[src/rtl/bcd_timekeeper.sv]
// BCD time-of-day core: 1 Hz prescaler, hh:mm:ss in BCD, 12h/24h display, validated set, hh:mm alarm.
// Internal hour is always 24h BCD; the 12h view is derived combinationally at the output.
module bcd_timekeeper #(
    parameter int TICK_DIV = 50_000_000,
    parameter int DIV_W    = 26
) (
    input  logic       clk,
    input  logic       rst,
    input  logic       mode_12h,
    input  logic       set_valid,
    input  logic [7:0] set_hour_bcd,
    input  logic [7:0] set_min_bcd,
    input  logic [7:0] set_sec_bcd,
    input  logic       alarm_en,
    input  logic [7:0] alarm_hour_bcd,
    input  logic [7:0] alarm_min_bcd,
    output logic [7:0] hour_bcd,
    output logic [7:0] min_bcd,
    output logic [7:0] sec_bcd,
    output logic       pm,
    output logic       tick_1hz,
    output logic       set_err,
    output logic       alarm_hit
);

    logic [DIV_W-1:0] cnt_q, cnt_d;
    logic [7:0]       hour_q, hour_d, min_q, min_d, sec_q, sec_d;
    logic             tick_q, tick_d, set_err_q, set_err_d, alarm_q, alarm_d;

    logic             tick_edge, set_legal;
    logic [8:0]       sec_inc, min_inc, hour_inc;
    logic [7:0]       nxt_hour, nxt_min, nxt_sec;

    // Returns {wrap, next}: next BCD value, wrapping to 00 after max.
    function automatic logic [8:0] bcd_inc(input logic [7:0] v, input logic [7:0] max);
        logic [8:0] r;
        if (v == max)
            r = 9'h100;
        else if (v[3:0] == 4'd9)
            r = {1'b0, v[7:4] + 4'd1, 4'd0};
        else
            r = {1'b0, v[7:4], v[3:0] + 4'd1};
        return r;
    endfunction

    assign tick_edge = (cnt_q == DIV_W'(TICK_DIV - 1));

    assign set_legal = (set_hour_bcd[3:0] <= 4'd9) && (set_hour_bcd <= 8'h23) &&
                       (set_min_bcd[3:0]  <= 4'd9) && (set_min_bcd[7:4] <= 4'd5) &&
                       (set_sec_bcd[3:0]  <= 4'd9) && (set_sec_bcd[7:4] <= 4'd5);

    always_comb begin
        sec_inc  = bcd_inc(sec_q, 8'h59);
        min_inc  = sec_inc[8] ? bcd_inc(min_q, 8'h59) : {1'b0, min_q};
        hour_inc = min_inc[8] ? bcd_inc(hour_q, 8'h23) : {1'b0, hour_q};
        nxt_sec  = sec_inc[7:0];
        nxt_min  = min_inc[7:0];
        nxt_hour = hour_inc[7:0];
    end

    always_comb begin
        cnt_d     = tick_edge ? '0 : cnt_q + DIV_W'(1);
        hour_d    = hour_q;
        min_d     = min_q;
        sec_d     = sec_q;
        tick_d    = 1'b0;
        set_err_d = 1'b0;
        alarm_d   = 1'b0;
        if (set_valid && set_legal) begin
            // A legal set restarts the second and swallows any coincident tick.
            cnt_d  = '0;
            hour_d = set_hour_bcd;
            min_d  = set_min_bcd;
            sec_d  = set_sec_bcd;
        end else begin
            set_err_d = set_valid;
            if (tick_edge) begin
                hour_d  = nxt_hour;
                min_d   = nxt_min;
                sec_d   = nxt_sec;
                tick_d  = 1'b1;
                alarm_d = alarm_en && (nxt_hour == alarm_hour_bcd) &&
                          (nxt_min == alarm_min_bcd) && (nxt_sec == 8'h00);
            end
        end
    end

    always_ff @(posedge clk or posedge rst) begin
        if (rst) begin
            cnt_q     <= '0;
            hour_q    <= 8'h00;
            min_q     <= 8'h00;
            sec_q     <= 8'h00;
            tick_q    <= 1'b0;
            set_err_q <= 1'b0;
            alarm_q   <= 1'b0;
        end else begin
            cnt_q     <= cnt_d;
            hour_q    <= hour_d;
            min_q     <= min_d;
            sec_q     <= sec_d;
            tick_q    <= tick_d;
            set_err_q <= set_err_d;
            alarm_q   <= alarm_d;
        end
    end

    logic [4:0] hour_bin, h12, h12_lo;
    always_comb begin
        hour_bin = 5'(hour_q[7:4]) * 5'd10 + 5'(hour_q[3:0]);
        h12      = hour_bin - 5'd12;
        h12_lo   = h12 - 5'd10;
        if (!mode_12h)
            hour_bcd = hour_q;
        else if (hour_q == 8'h00)
            hour_bcd = 8'h12;
        else if (hour_q <= 8'h12)
            hour_bcd = hour_q;
        else if (h12 >= 5'd10)
            hour_bcd = {4'h1, h12_lo[3:0]};
        else
            hour_bcd = {4'h0, h12[3:0]};
    end

    assign min_bcd   = min_q;
    assign sec_bcd   = sec_q;
    assign pm        = (hour_q >= 8'h12);
    assign tick_1hz  = tick_q;
    assign set_err   = set_err_q;
    assign alarm_hit = alarm_q;

endmodule
[config.mk]
export PLATFORM = sky130hd
export DESIGN_NAME = bcd_timekeeper
export DESIGN_NICKNAME = d
export VERILOG_FILES = /design/src/rtl/bcd_timekeeper.sv
export SDC_FILE = /design/constraint.sdc
export NUM_CORES = 1
export LEC_CHECK = 0
export CAP_MARGIN = 0
export CORE_ASPECT_RATIO = 0.8
export CORE_MARGIN = 1.5
export CORE_UTILIZATION = 56
export CTS_CLUSTER_DIAMETER = 80
export CTS_CLUSTER_SIZE = 40
export DETAILED_ROUTE_END_ITERATION = 7
export MAX_ROUTING_LAYER = met4
export PLACE_DENSITY = 0.84
export REMOVE_ABC_BUFFERS = 1
export SETUP_SLACK_MARGIN = 0.5
export SYNTH_ARGS = -nofsm -noshare
export SYNTH_HDL_FRONTEND = slang
export SYNTH_SLANG_ARGS = --single-unit
[constraint.sdc]
create_clock -name clk -period 5.1 [get_ports clk]
set_clock_uncertainty 0.2 [all_clocks]
set_input_delay 0.765 -clock clk [delete_from_list [all_inputs] [get_ports clk]]
set_output_delay 0.765 -clock clk [all_outputs]
set_load 0.01 [all_outputs]
==> results.ini, run 1 <==
[status]
status = complete, no violations

[synth]
synth-seq-cells = 53
synth_area_leaders = dfrtp_1 (32%), ha_1 (5.8%), nor2_1 (5.7%), xnor2_1 (5.4%), nand2_1 (4.7%)
synth_top_area_cell = dfrtp_1
synth_common_cells = nor2_1 (62), dfrtp_1 (53), nand2_1 (51), o21ai_0 (34), a21oi_1 (29)
netlist_area_sq_um = 4080
synth_xor_area_frac = 0.0965
post_synth_fa_ha_maj_area_fraction = 0.0631
ys.flop_type = dfrtp_1
synth_mux_area_frac = 0.0248
synthArstFlopShare = 1.00
syn_inst = 502
syn_avg_cell_area_sq_um = 8.13
synth_compound_area_frac = 0.158
ys_seq_area_frac = 0.325
synth_top_family_by_area = simple AND/OR/NAND/NOR gates
synth_edf_count = 0
synth.most_common_cell = nor2_1
synth_cell_types = 66
yosys_warnings = 0
synth_top_area_frac = 0.325
synth-simple-area-share = 0.291

[cts]
cts_tree = yes
ctsHoldBuffers = 0
numCtsBuffers = 5
htree_num_levels = 2
path_clk_slew_ns = 0.10
cts_sinks = 53
clockBufferDepth = 2
clkLatencyLatePin_ns = 0.32
cts_root_buffer = clkbuf_8

[finish]
num-fill-cells = 596
final_cell_area_sq_um = 4930
nets = 625
area.sequential_sq_um = 1330
area_growth_pct = 20.8
final-instance-count-excl-fill = 648
diodes = 0
drive_gt1_frac = 0.0517
multi_input_area_sq_um = 2590

[flow_run]
cap_violations = 0

[route]
ant_nets = 0
vias = 4008
drt-total-wl_um = 11400
vias_per_cell = 6.19
wl_per_cell_um = 17.5
dr.pass1.iters = 5
drc = 0
drtIter0Drc = 268

[critical_path]
r2r-end = alarm_hit
reg2reg_slack_ns = 2.12
crit_arrival_ns = 3.41
path_depth = 11
crit_path_cell_trace = ha_1, ha_1, fa_1, xnor2_1, xnor2_1, xnor2_1, nand2_1, xnor2_1, nor2_1, a21oi_1, clkdlybuf4s50_1
crit_path_max_incr_delay_ns = 0.56
crit_fanout = 10
endpoint_kind = primary output
critPathMostFrequentCell = xnor2_1
crit_start = hour_q[4]
critPathSlowestCell = clkdlybuf4s50_1
cpLargestDelayFamily = adder cells
endpoint = hour_bcd[1]
cp.buffers_inverters = 1
r2r_start = sec_bcd[0]
required_ns = 4.14
r2r_cells = 8
crit_type = flip-flop to primary output
startpoint_type = flip-flop

[global_route]
grt_pass1_vias = 3854
antenna_found_initial = 0
grt_pass1_wl_um = 18600
grt_max_degree = 54
grt-ovfl-total = 0
grt_usage = 0.305

[floorplan]
rows = 27
core_sq_um = 6960
io_pins = 73
start_util = 0.587
dieArea_sq_um = 7810
die_w_um = 98.5
die_h_um = 79.4

[placement]
numPortBuffers = 72
place_inst = 640
place_congestion = 0.922
place_area_sq_um = 4830
pre_cts_slack_ns = 1.03
place_hpwl_um = 8490

[hold_path]
min_path_type = flip-flop to flip-flop
min_path_cells = 2

[sta]
max_freq_mhz = 229
timing.final.crit_period_ns = 4.37
worst_pin_slew_ns = 0.797
hold_viol = 0
drv_slew = 0
rsz0062_at_grt = false
worst_slack_ns = 0.730
maxSlewHeadroom = 0.467
final.setup.tns_ns = 0
finalSetupViolations = 0
finalCritPeriodShare = 0.857

[power]
p_leak_nw = 2.04
power_w = 0.00128
peakVddDrop_mv = 0.128
power_density_nw_per_um2 = 259

==> kinds of logic after synthesis <==
group / Yosys count
compound gates: 105
xor+xnor: 45
fa+ha+maj: 20
buf+inv: 42
flops: 53
mux: 10
simple gates: 227
==> routing by layer <==
layer | track usage | wire (um)
met5 | - | 0
met4 | 0.0887 | 240
met3 | 0.0499 | 804
met2 | 0.479 | 5200
met1 | 0.412 | 5120
==> area by class of cell <==
cell class              instances  area share
multi-input cells             407       0.524
clock buffers                   5      0.0140
well taps                      87      0.0221
inverters                      18      0.0137
flip-flops and latches         53       0.270
clock inverters                 3     0.00507
repair buffers                 75       0.151
==> per-stage QoR <==
| stage | hold WS (ns) | utilization |
|---|---|---|
| 2_1_floorplan | 0.276 | - |
| 3_3_place_gp | 0.294 | 0.694 |
| 3_5_place_dp | 0.321 | 0.694 |
| 4_1_cts | 0.340 | 0.708 |
| 5_1_grt | 0.361 | 0.709 |
| 6_report | 0.343 | 0.709 |
==> layout by cell type, fill, tap and decap left out, drive strengths merged, types with 4 or more instances in the layout <==
| cell type | instances |
|---|---|
| a21oi | 29 |
| a31oi | 6 |
| and2 | 8 |
| and3 | 10 |
| and3b | 4 |
| and4 | 4 |
| clkbuf | 5 |
| clkdlybuf4s50 | 72 |
| dfrtp | 53 |
| ha | 19 |
| inv | 19 |
| mux2i | 9 |
| nand2 | 53 |
| nand3 | 25 |
| nand3b | 5 |
| nand4 | 6 |
| nor2 | 62 |
| nor2b | 7 |
| nor3 | 18 |
| nor3b | 4 |
| nor4 | 9 |
| o21ai | 34 |
| o31ai | 5 |
| xnor2 | 25 |
| xor2 | 20 |
==> worst reg2reg max path: stages (launching register included) <==
cell and delay, ns:
dfrtp_1 0.47, ha_1 0.24, nand3b_2 0.32, nor3_2 0.61
nand2_1 0.11, a32o_1 0.30, a311oi_1 0.22, and4bb_1 0.25
and4_1 0.20
==> registers in the layout (all words and copies together), names as in the netlist <==
register   cells
cnt_q         26
tick_1hz       1
hour_q         8
set_err        1
min_bcd        8
alarm_hit      1
sec_bcd        8
==> what timing repair did <==
action,4_1_cts,5_1_grt
hold endpoints to repair,0,0
setup buffers,0,0
endpoints found under the setup margin,0,2
gates resized for setup,0,4
==> where the power goes <==
part           switching, W  leakage [nW]  total [W]  internal (W)
logic              0.000225          1.38   0.000463      0.000238
registers         0.0000875         0.615   0.000559      0.000471
clock network      0.000156        0.0447   0.000256     0.0000997
==> worst min-delay path by stage <==
stage | endpoint | from | slack (ns)
after floorplan | cnt_q[0] | cnt_q[0] | 0.28
after global placement | cnt_q[0] | cnt_q[0] | 0.29
after detailed placement | cnt_q[23] | cnt_q[23] | 0.32
after CTS | cnt_q[0] | cnt_q[0] | 0.34
after global routing | cnt_q[23] | cnt_q[23] | 0.36
final | cnt_q[23] | cnt_q[23] | 0.34
Note: power is estimated with default switching activity, not from simulation.
==> inputs of run 2 (changes only) <==
- RECOVER_POWER: not set -> 100
==> run 2 against run 1 <==
Effect of this change: setup slack got worse by 0.12 ns; power shrank 1.2%; register-to-register slack got worse by 0.77 ns; sequential power is essentially flat; hold slack better by 0.0023 ns; the flow now finishes with violations (max-capacitance violations, max-slew violations); via count rose by 0.40%; design area is 0.56% lower.
==> results.ini, run 2 (synthesized netlist as in run 1, its figures left out) <==
[sta]
finalCritPeriodShare = 0.880
worst_pin_slew_ns = 2.85
timing.final.crit_period_ns = 4.49
drv_slew = 54
maxSlewHeadroom = -0.903
hold_viol = 0
rsz0062_at_grt = false
max_freq_mhz = 223
final.setup.tns_ns = 0
finalSetupViolations = 0

[cts]
cts_sinks = 53
cts.repair.resized = 0
cts_root_buffer = clkbuf_8
cts_tree = yes
numCtsBuffers = 5
clkLatencyLatePin_ns = 0.32
path_clk_slew_ns = 0.10
post_cts_buffers = 0
clockBufferDepth = 2
htree_num_levels = 2
ctsHoldBuffers = 0

[floorplan]
start_util = 0.587
die_w_um = 98.5
core_sq_um = 6960
dieArea_sq_um = 7810
die_h_um = 79.4
rows = 27
io_pins = 73

[hold_path]
min_path_cells = 2
hold_start = cnt_q[23]
min_path_type = flip-flop to flip-flop
hold_path_end = cnt_q[23]

[critical_path]
crit_path_max_incr_delay_ns = 0.62
critPathMostFrequentCell = xnor2_1
critPathSlowestCell = dlygate4sd3_1
crit_arrival_ns = 3.52
crit_path_cell_trace = inv_1, ha_1, inv_1, ha_1, fa_1, xnor2_1, xnor2_1, xnor2_1, nand2_1, xnor2_1, nor2_1, a21oi_1, dlygate4sd3_1
r2r_start = sec_bcd[0]
crit_type = flip-flop to primary output
endpoint_kind = primary output
reg2reg_slack_ns = 1.35
required_ns = 4.14
r2r-end = alarm_hit
crit_fanout = 10
r2r_cells = 8
startpoint_type = flip-flop

[global_route]
grt_max_degree = 54
grt_pass1_wl_um = 18600
antenna_found_initial = 0
grt_pass1_vias = 3854
grt_usage = 0.305
grt-ovfl-total = 0

[finish]
final_core_utilization = 0.705
final_cell_area_sq_um = 4900
layout_common_cells = nor2_1 (62), nand2_1 (51), dfrtp_1 (50)
final_common_cell = nor2_1
diodes = 0
drive_gt1_frac = 0.0410
nets = 625
largest_register_ffs = 26
largest_register = cnt_q
area_growth_pct = 20.1

[power]
power_density_nw_per_um2 = 257
peakVddDrop_mv = 0.126
p_leak_nw = 1.98

[placement]
place_congestion = 0.922
place_hpwl_um = 8490
place_area_sq_um = 4830
numPortBuffers = 72

[route]
vias = 4024
dr.pass1.iters = 5
drc = 0
wl_per_cell_um = 17.5
drtIter0Drc = 208
ant_nets = 0
vias_per_cell = 6.21
drt-total-wl_um = 11400

[flow_run]
cap_violations = 1

[status]
status = complete, but fails checks
violations = max-capacitance violations, max-slew violations

-- run 2: where the power goes --
part	switching (W)	internal (W)
clock	0.000156	0.0000997
combinational	0.000223	0.000225
sequential	0.0000867	0.000471
-- run 2: how the worst max path moves through the flow --
stage | slack [ns] | from | to | cells after the start
6_report | 0.61 | hour_q[5] | hour_bcd[1] | 13
2_1_floorplan | 1.65 | hour_q[4] | hour_bcd[2] | 10
4_1_cts | 0.68 | hour_q[2] | hour_bcd[1] | 13
3_3_place_gp | 1.14 | hour_q[4] | hour_bcd[1] | 11
5_1_grt | 0.40 | hour_q[5] | hour_bcd[1] | 13
3_5_place_dp | 1.03 | hour_q[2] | hour_bcd[1] | 13
-- run 2: cell type report --
type                            count  area, sq um
Multi-Input combinational cell    407         2570
Inverter                           18         67.6
Tap cell                           87          109
Fill cell                         603         2060
Timing Repair Buffer               75          736
Clock inverter                      3         25.0
Sequential cell                    53         1330
Clock buffer                        5         68.8
-- run 2: routing by layer --
metal | global-route usage | up-vias | part of all wire
li1 | - | 1895 | -
met1 | 0.412 | 1934 | 0.46
met2 | 0.479 | 165 | 0.46
met3 | 0.0499 | 30 | 0.065
met4 | 0.0887 | 0 | 0.020
met5 | - | - | 0
-- run 2: stage by stage --
stage / worst slack (ns) / cells / hold slack, ns / total power, W
3_3_place_gp: 1.14 / 640 / 0.294 / 0.000997
2_1_floorplan: 1.65 / 478 / 0.276 / 0.000831
6_report: 0.612 / 648 / 0.345 / 0.00126
3_5_place_dp: 1.03 / 640 / 0.321 / 0.00102
4_1_cts: 0.680 / 648 / 0.340 / 0.00127
5_1_grt: 0.396 / 648 / 0.361 / 0.00134
-- run 2: critical path, delay by kind of cell (launching register included) --
family,cells,cell delay [ns]
and+or+nand+nor,2,0.20
xor gates and xnor gates,4,0.65
adders and majority gates,3,0.87
AOI/OAI and AO/OA,1,0.13
buffers and inverters,3,0.80
DFF,1,0.56
